## src/rtl/cond_writeback_stage.sv

```systemverilog
// Condition-evaluation / writeback stage: owns the NZCV flags, gates the write strobes
// by the instruction's ARM condition and holds the result in a one-entry valid/ready buffer.
module cond_writeback_stage #(
  parameter int         DATA_W    = 32,
  parameter int         REG_AW    = 4,
  parameter logic [3:0] FLAGS_RST = 4'b0000
) (
  input  logic              clk,
  input  logic              rst_n,
  input  logic              in_valid,
  output logic              in_ready,
  input  logic [3:0]        Cond,
  input  logic [1:0]        FlagW,
  input  logic [3:0]        ALUFlags,
  input  logic [DATA_W-1:0] ALUResult,
  input  logic [DATA_W-1:0] StoreData,
  input  logic [REG_AW-1:0] Rd,
  input  logic              RegW,
  input  logic              MemW,
  input  logic              PCS,
  input  logic              NoWrite,
  output logic              wb_valid,
  input  logic              wb_ready,
  output logic [REG_AW-1:0] WA3,
  output logic [DATA_W-1:0] WD3,
  output logic [DATA_W-1:0] WDmem,
  output logic              RegWrite,
  output logic              MemWrite,
  output logic              PCSrc,
  output logic              CondExQ,
  output logic [3:0]        Flags
);

  logic              r_valid;
  logic [REG_AW-1:0] r_wa3;
  logic [DATA_W-1:0] r_wd3;
  logic [DATA_W-1:0] r_wdmem;
  logic              r_reg_write;
  logic              r_mem_write;
  logic              r_pc_src;
  logic              r_cond_ex;
  logic [3:0]        r_flags;

  logic w_n, w_z, w_c, w_v;
  logic w_base;
  logic w_cond_ex;
  logic w_accept;

  assign {w_n, w_z, w_c, w_v} = r_flags;

  assign in_ready = ~r_valid | wb_ready;
  assign w_accept = in_valid & in_ready;

  // Conditions come in true/inverted pairs: Cond[3:1] picks the predicate, Cond[0] inverts it.
  always_comb begin
    // NOTE: w_base gets a default before the case so no path leaves it unassigned (no latch).
    w_base = 1'b1;
    case (Cond[3:1])
      3'd0:    w_base = w_z;
      3'd1:    w_base = w_c;
      3'd2:    w_base = w_n;
      3'd3:    w_base = w_v;
      3'd4:    w_base = w_c & ~w_z;
      3'd5:    w_base = (w_n == w_v);
      3'd6:    w_base = ~w_z & (w_n == w_v);
      default: w_base = 1'b1;
    endcase
    // AL and the 1111 encoding both execute unconditionally.
    w_cond_ex = (Cond[3:1] == 3'b111) ? 1'b1 : (w_base ^ Cond[0]);
  end

  always_ff @(posedge clk or negedge rst_n) begin
    if (!rst_n) begin
      // NOTE: non-blocking assignments for all state so every register samples pre-edge values.
      r_valid     <= 1'b0;
      r_wa3       <= '0;
      r_wd3       <= '0;
      r_wdmem     <= '0;
      r_reg_write <= 1'b0;
      r_mem_write <= 1'b0;
      r_pc_src    <= 1'b0;
      r_cond_ex   <= 1'b0;
      r_flags     <= FLAGS_RST;
    end else if (w_accept) begin
      r_valid     <= 1'b1;
      r_wa3       <= Rd;
      r_wd3       <= ALUResult;
      r_wdmem     <= StoreData;
      r_reg_write <= RegW & w_cond_ex & ~NoWrite;
      r_mem_write <= MemW & w_cond_ex;
      r_pc_src    <= PCS & w_cond_ex;
      r_cond_ex   <= w_cond_ex;
      if (FlagW[1] && w_cond_ex) r_flags[3:2] <= ALUFlags[3:2];
      if (FlagW[0] && w_cond_ex) r_flags[1:0] <= ALUFlags[1:0];
    end else if (wb_ready) begin
      r_valid <= 1'b0;
    end
  end

  assign wb_valid = r_valid;
  assign WA3      = r_wa3;
  assign WD3      = r_wd3;
  assign WDmem    = r_wdmem;
  assign RegWrite = r_reg_write;
  assign MemWrite = r_mem_write;
  assign PCSrc    = r_pc_src;
  assign CondExQ  = r_cond_ex;
  assign Flags    = r_flags;

endmodule

```

## config.mk

```make
export PLATFORM = sky130hd
export DESIGN_NAME = cond_writeback_stage
export DESIGN_NICKNAME = d
export VERILOG_FILES = /design/src/rtl/cond_writeback_stage.sv
export SDC_FILE = /design/constraint.sdc
export NUM_CORES = 1
export LEC_CHECK = 0
export ABC_AREA = 1
export BUFFER_PORTS_ARGS = -buffer_cell sky130_fd_sc_hd__buf_4
export CORE_MARGIN = 3
export CORE_UTILIZATION = 38
export CTS_BUF_LIST = sky130_fd_sc_hd__clkbuf_4 sky130_fd_sc_hd__clkbuf_8
export DETAILED_ROUTE_END_ITERATION = 12
export PLACE_DENSITY = 0.7
export SYNTH_ARGS = -nofsm -noshare
export SYNTH_HDL_FRONTEND = slang
export SYNTH_SLANG_ARGS = --single-unit
```

## constraint.sdc

```tcl
create_clock -name clk -period 2.3 [get_ports clk]
set_clock_uncertainty 0.15 [all_clocks]
set_input_delay 0.46 -clock clk [delete_from_list [all_inputs] [get_ports clk]]
set_output_delay 0.46 -clock clk [all_outputs]
set_load 0.01 [all_outputs]
```

==> results.sh <==
export IMPL_status="finished, final reports clean"
export IMPL_worst_path_max_delay_cell="dfrtp_1"
export IMPL_fillers=723
export IMPL_cp_required_ns=1.69
export IMPL_ios=164
export IMPL_ys_warn_count=0
export IMPL_regArea_mm2=0.001927
export IMPL_root_buffer="clkbuf_8"
export IMPL_drive_gt1_frac=0.3623
export IMPL_power_per_cell_area_mw_per_mm2=829.1
export IMPL_multi_input_area_mm2=0.001021
export IMPL_crit_chain="nand2_1, buf_4"
export IMPL_r2r_cells=12
export IMPL_cp_top_family="flip-flops"
export IMPL_synth_seq_cells=77
export IMPL_placed_cell_area_mm2=0.004395
export IMPL_drc=0
export IMPL_start_util=0.3938
export IMPL_setup_slack_ns=0.7291
export IMPL_viasPerCell=4.476
export IMPL_syn2layout_area_growth_pct=52.60
export IMPL_relSlewSlack=0.6536
export IMPL_synth_avg_cell_area_um2=8.451
export IMPL_coreArea_mm2=0.007767
export IMPL_rsz0062_at_grt="false"
export IMPL_min_to="WD3[7]$_DFFE_PN0P_"
export IMPL_yosysTopAreaCell="dfrtp_1"
export IMPL_cp_max_fo=3
export IMPL_reg2reg_slack_ns=0.79
export IMPL_period_share=0.6830
export IMPL_cts_max_level=3
export IMPL_synth_top_area_share=0.6299
export IMPL_hold_path_class="primary input to flip-flop"
export IMPL_routedWlPerCell_um=12.68
export IMPL_num_rows=32
export IMPL_grtUsageTotal=0.1750
export IMPL_fmax_mhz=636.6
export IMPL_design_area_mm2=0.004668
export IMPL_hold_violations=0
export IMPL_critPathKind="flip-flop to output port"
export IMPL_worst_setup_path_end_kind="output port"
export IMPL_syn_num_nets=448
export IMPL_cp_buffers_inverters=1
export IMPL_fin_cells=632
export IMPL_hold_path_depth=3
export IMPL_min_from="ALUResult[7]"
export IMPL_clk_transition_reported_paths_ns=0.08
export IMPL_via_count=2829
export IMPL_worst_ep_arrival_time_ns=0.96
export IMPL_n_antenna_cell=0
export IMPL_drv_cap=0
export IMPL_synth_cell_types=14
export IMPL_reg2reg_to="Flags[3]$_DFFE_PN0P_"
export IMPL_grt_pass1_vias=2730
export IMPL_dp_slack_ns=0.6100
export IMPL_io_buffers=163
export IMPL_gp_congestion=0.7659
export IMPL_firstDrtPassIters=4
export IMPL_period_needed_ns=1.571
export IMPL_syn_area_mm2=0.003059
export IMPL_layout_nets=611
export IMPL_dpl_hpwl_um=5836
export IMPL_crit_start="wb_valid$_DFFE_PN0P_"
export IMPL_insertion_delay_ns=0.33
export IMPL_setup_viol=0
export IMPL_ys_seq_area_frac=0.6299
export IMPL_cts_tree="built"
export IMPL_die_width_um=95.73
export IMPL_numCtsBuffers=9
export IMPL_die_area_mm2=0.009163
export IMPL_post_cts_resized=0
export IMPL_antenna_found_initial=0
export IMPL_synth_area_top_cells="dfrtp_1 (63%), nand2_1 (29%), buf_2 (1.6%)"
export IMPL_drv_slew=0
export IMPL_first_iter_violations=95
export IMPL_hold_buffers=1
export IMPL_ir_drop_uv=368.0
export IMPL_cts_setup_buffers=0
export IMPL_ant_nets=0
export IMPL_fp_dieH_um=95.73
export IMPL_clock_path_buffers=2
export IMPL_cts_sinks=77
export IMPL_holdWs_ns=0.1632
export IMPL_fin_tns_setup_ns=0
export IMPL_grt_max_degree=73
export IMPL_r2r_start="Flags[2]$_DFFE_PN0P_"
export IMPL_worst_pin_slew_ns=0.5197
export IMPL_cpPeakStageDelay_ns=0.38
export IMPL_dp_cells=615
export IMPL_critPathLaunchType="flip-flop"
export IMPL_grt_pass1_wl_um=12520
export IMPL_overflow=0
export IMPL_totalWireLength_um=8011
export IMPL_synthCells=362
export IMPL_leakage_nw=2.690
synth_stat cells, drive strengths merged:
cell,instances
nand2,239
dfrtp,77
inv,11
buf,10
nand3,9
clkbuf,6
nand4,4
nor2,4
a21oi,1
o21ai,1
final cells by class:
| cell class | count | area share |
|---|---|---|
| flip-flops and latches | 77 | 0.4128 |
| multi-input cells | 258 | 0.2187 |
| clock inverters | 3 | 0.01930 |
| inverters | 11 | 0.008845 |
| repair buffers | 168 | 0.2761 |
| well taps | 102 | 0.02734 |
| clock buffers | 13 | 0.03699 |
stage by stage:
step / total power, mW / util
2_1_floorplan: 2.068 / -
3_3_place_gp: 2.605 / 0.5659
3_5_place_dp: 2.624 / 0.5659
4_1_cts: 3.920 / 0.6010
5_1_grt: 4.095 / 0.6010
6_report: 3.870 / 0.6010
cells by family (layout without fill, tap and decap cells):
group,after synthesis,count (layout),synth area share
flip-flops,77,77,0.6299
AO/OA/AOI/OAI,2,2,0.004498
buffers and inverters,27,195,0.03722
AND/OR/NAND/NOR,256,256,0.3284
placed cells by master, fill, tap and decap left out:
| cell type | n |
|---|---|
| a21oi_1 | 1 |
| buf_12 | 2 |
| buf_4 | 165 |
| bufinv_16 | 3 |
| clkbuf_4 | 1 |
| clkbuf_8 | 12 |
| dfrtp_1 | 77 |
| dlygate4sd3_1 | 1 |
| inv_1 | 9 |
| inv_2 | 2 |
| nand2_1 | 235 |
| nand2_2 | 3 |
| nand2_4 | 1 |
| nand3_1 | 7 |
| nand3_2 | 2 |
| nand4_1 | 4 |
| nor2_1 | 4 |
| o21ai_2 | 1 |
worst register-to-register path, delay by kind of cell (launching register included):
kind,cells,cell delay (ns)
buffers and inverters,1,0.07
DFF,1,0.42
and+or+nand+nor,11,0.76
where the power goes:
part           total [mW]  leakage [nW]  switching [mW]  internal, mW
clock network        1.28         0.133           0.460         0.823
logic               0.907          1.61           0.450         0.457
registers            1.68         0.947           0.128          1.55
total                3.87          2.69            1.04          2.83
worst max path at each step:
stage	endpoint	slack [ns]	cells past startpoint
floorplan	WDmem[10]$_DFFE_PN0P_	0.82	7
global placement	WDmem[7]$_DFFE_PN0P_	0.65	8
detailed placement	Flags[3]$_DFFE_PN0P_	0.61	13
CTS	in_ready	0.70	2
global route	Flags[1]$_DFFE_PN0P_	0.63	12
finish	in_ready	0.73	2
sequential cells by signal, summed over array words and instances, names as in the netlist:
| register | cells |
|---|---|
| WD3 | 32 |
| WDmem | 32 |
| Flags | 4 |
| WA3 | 4 |
| CondExQ | 1 |
| MemWrite | 1 |
| PCSrc | 1 |
| RegWrite | 1 |
| wb_valid | 1 |
layer usage:
layer / vias up / wire length, µm / GRT usage
met3: 14 / 622 / 0.03675
met5: - / 0 / 0
met4: 0 / 157 / 0.07464
met1: 1293 / 3370 / 0.2277
met2: 105 / 3860 / 0.2837
li1: 1417 / - / -
No activity file was read; power rests on OpenSTA's default activity.
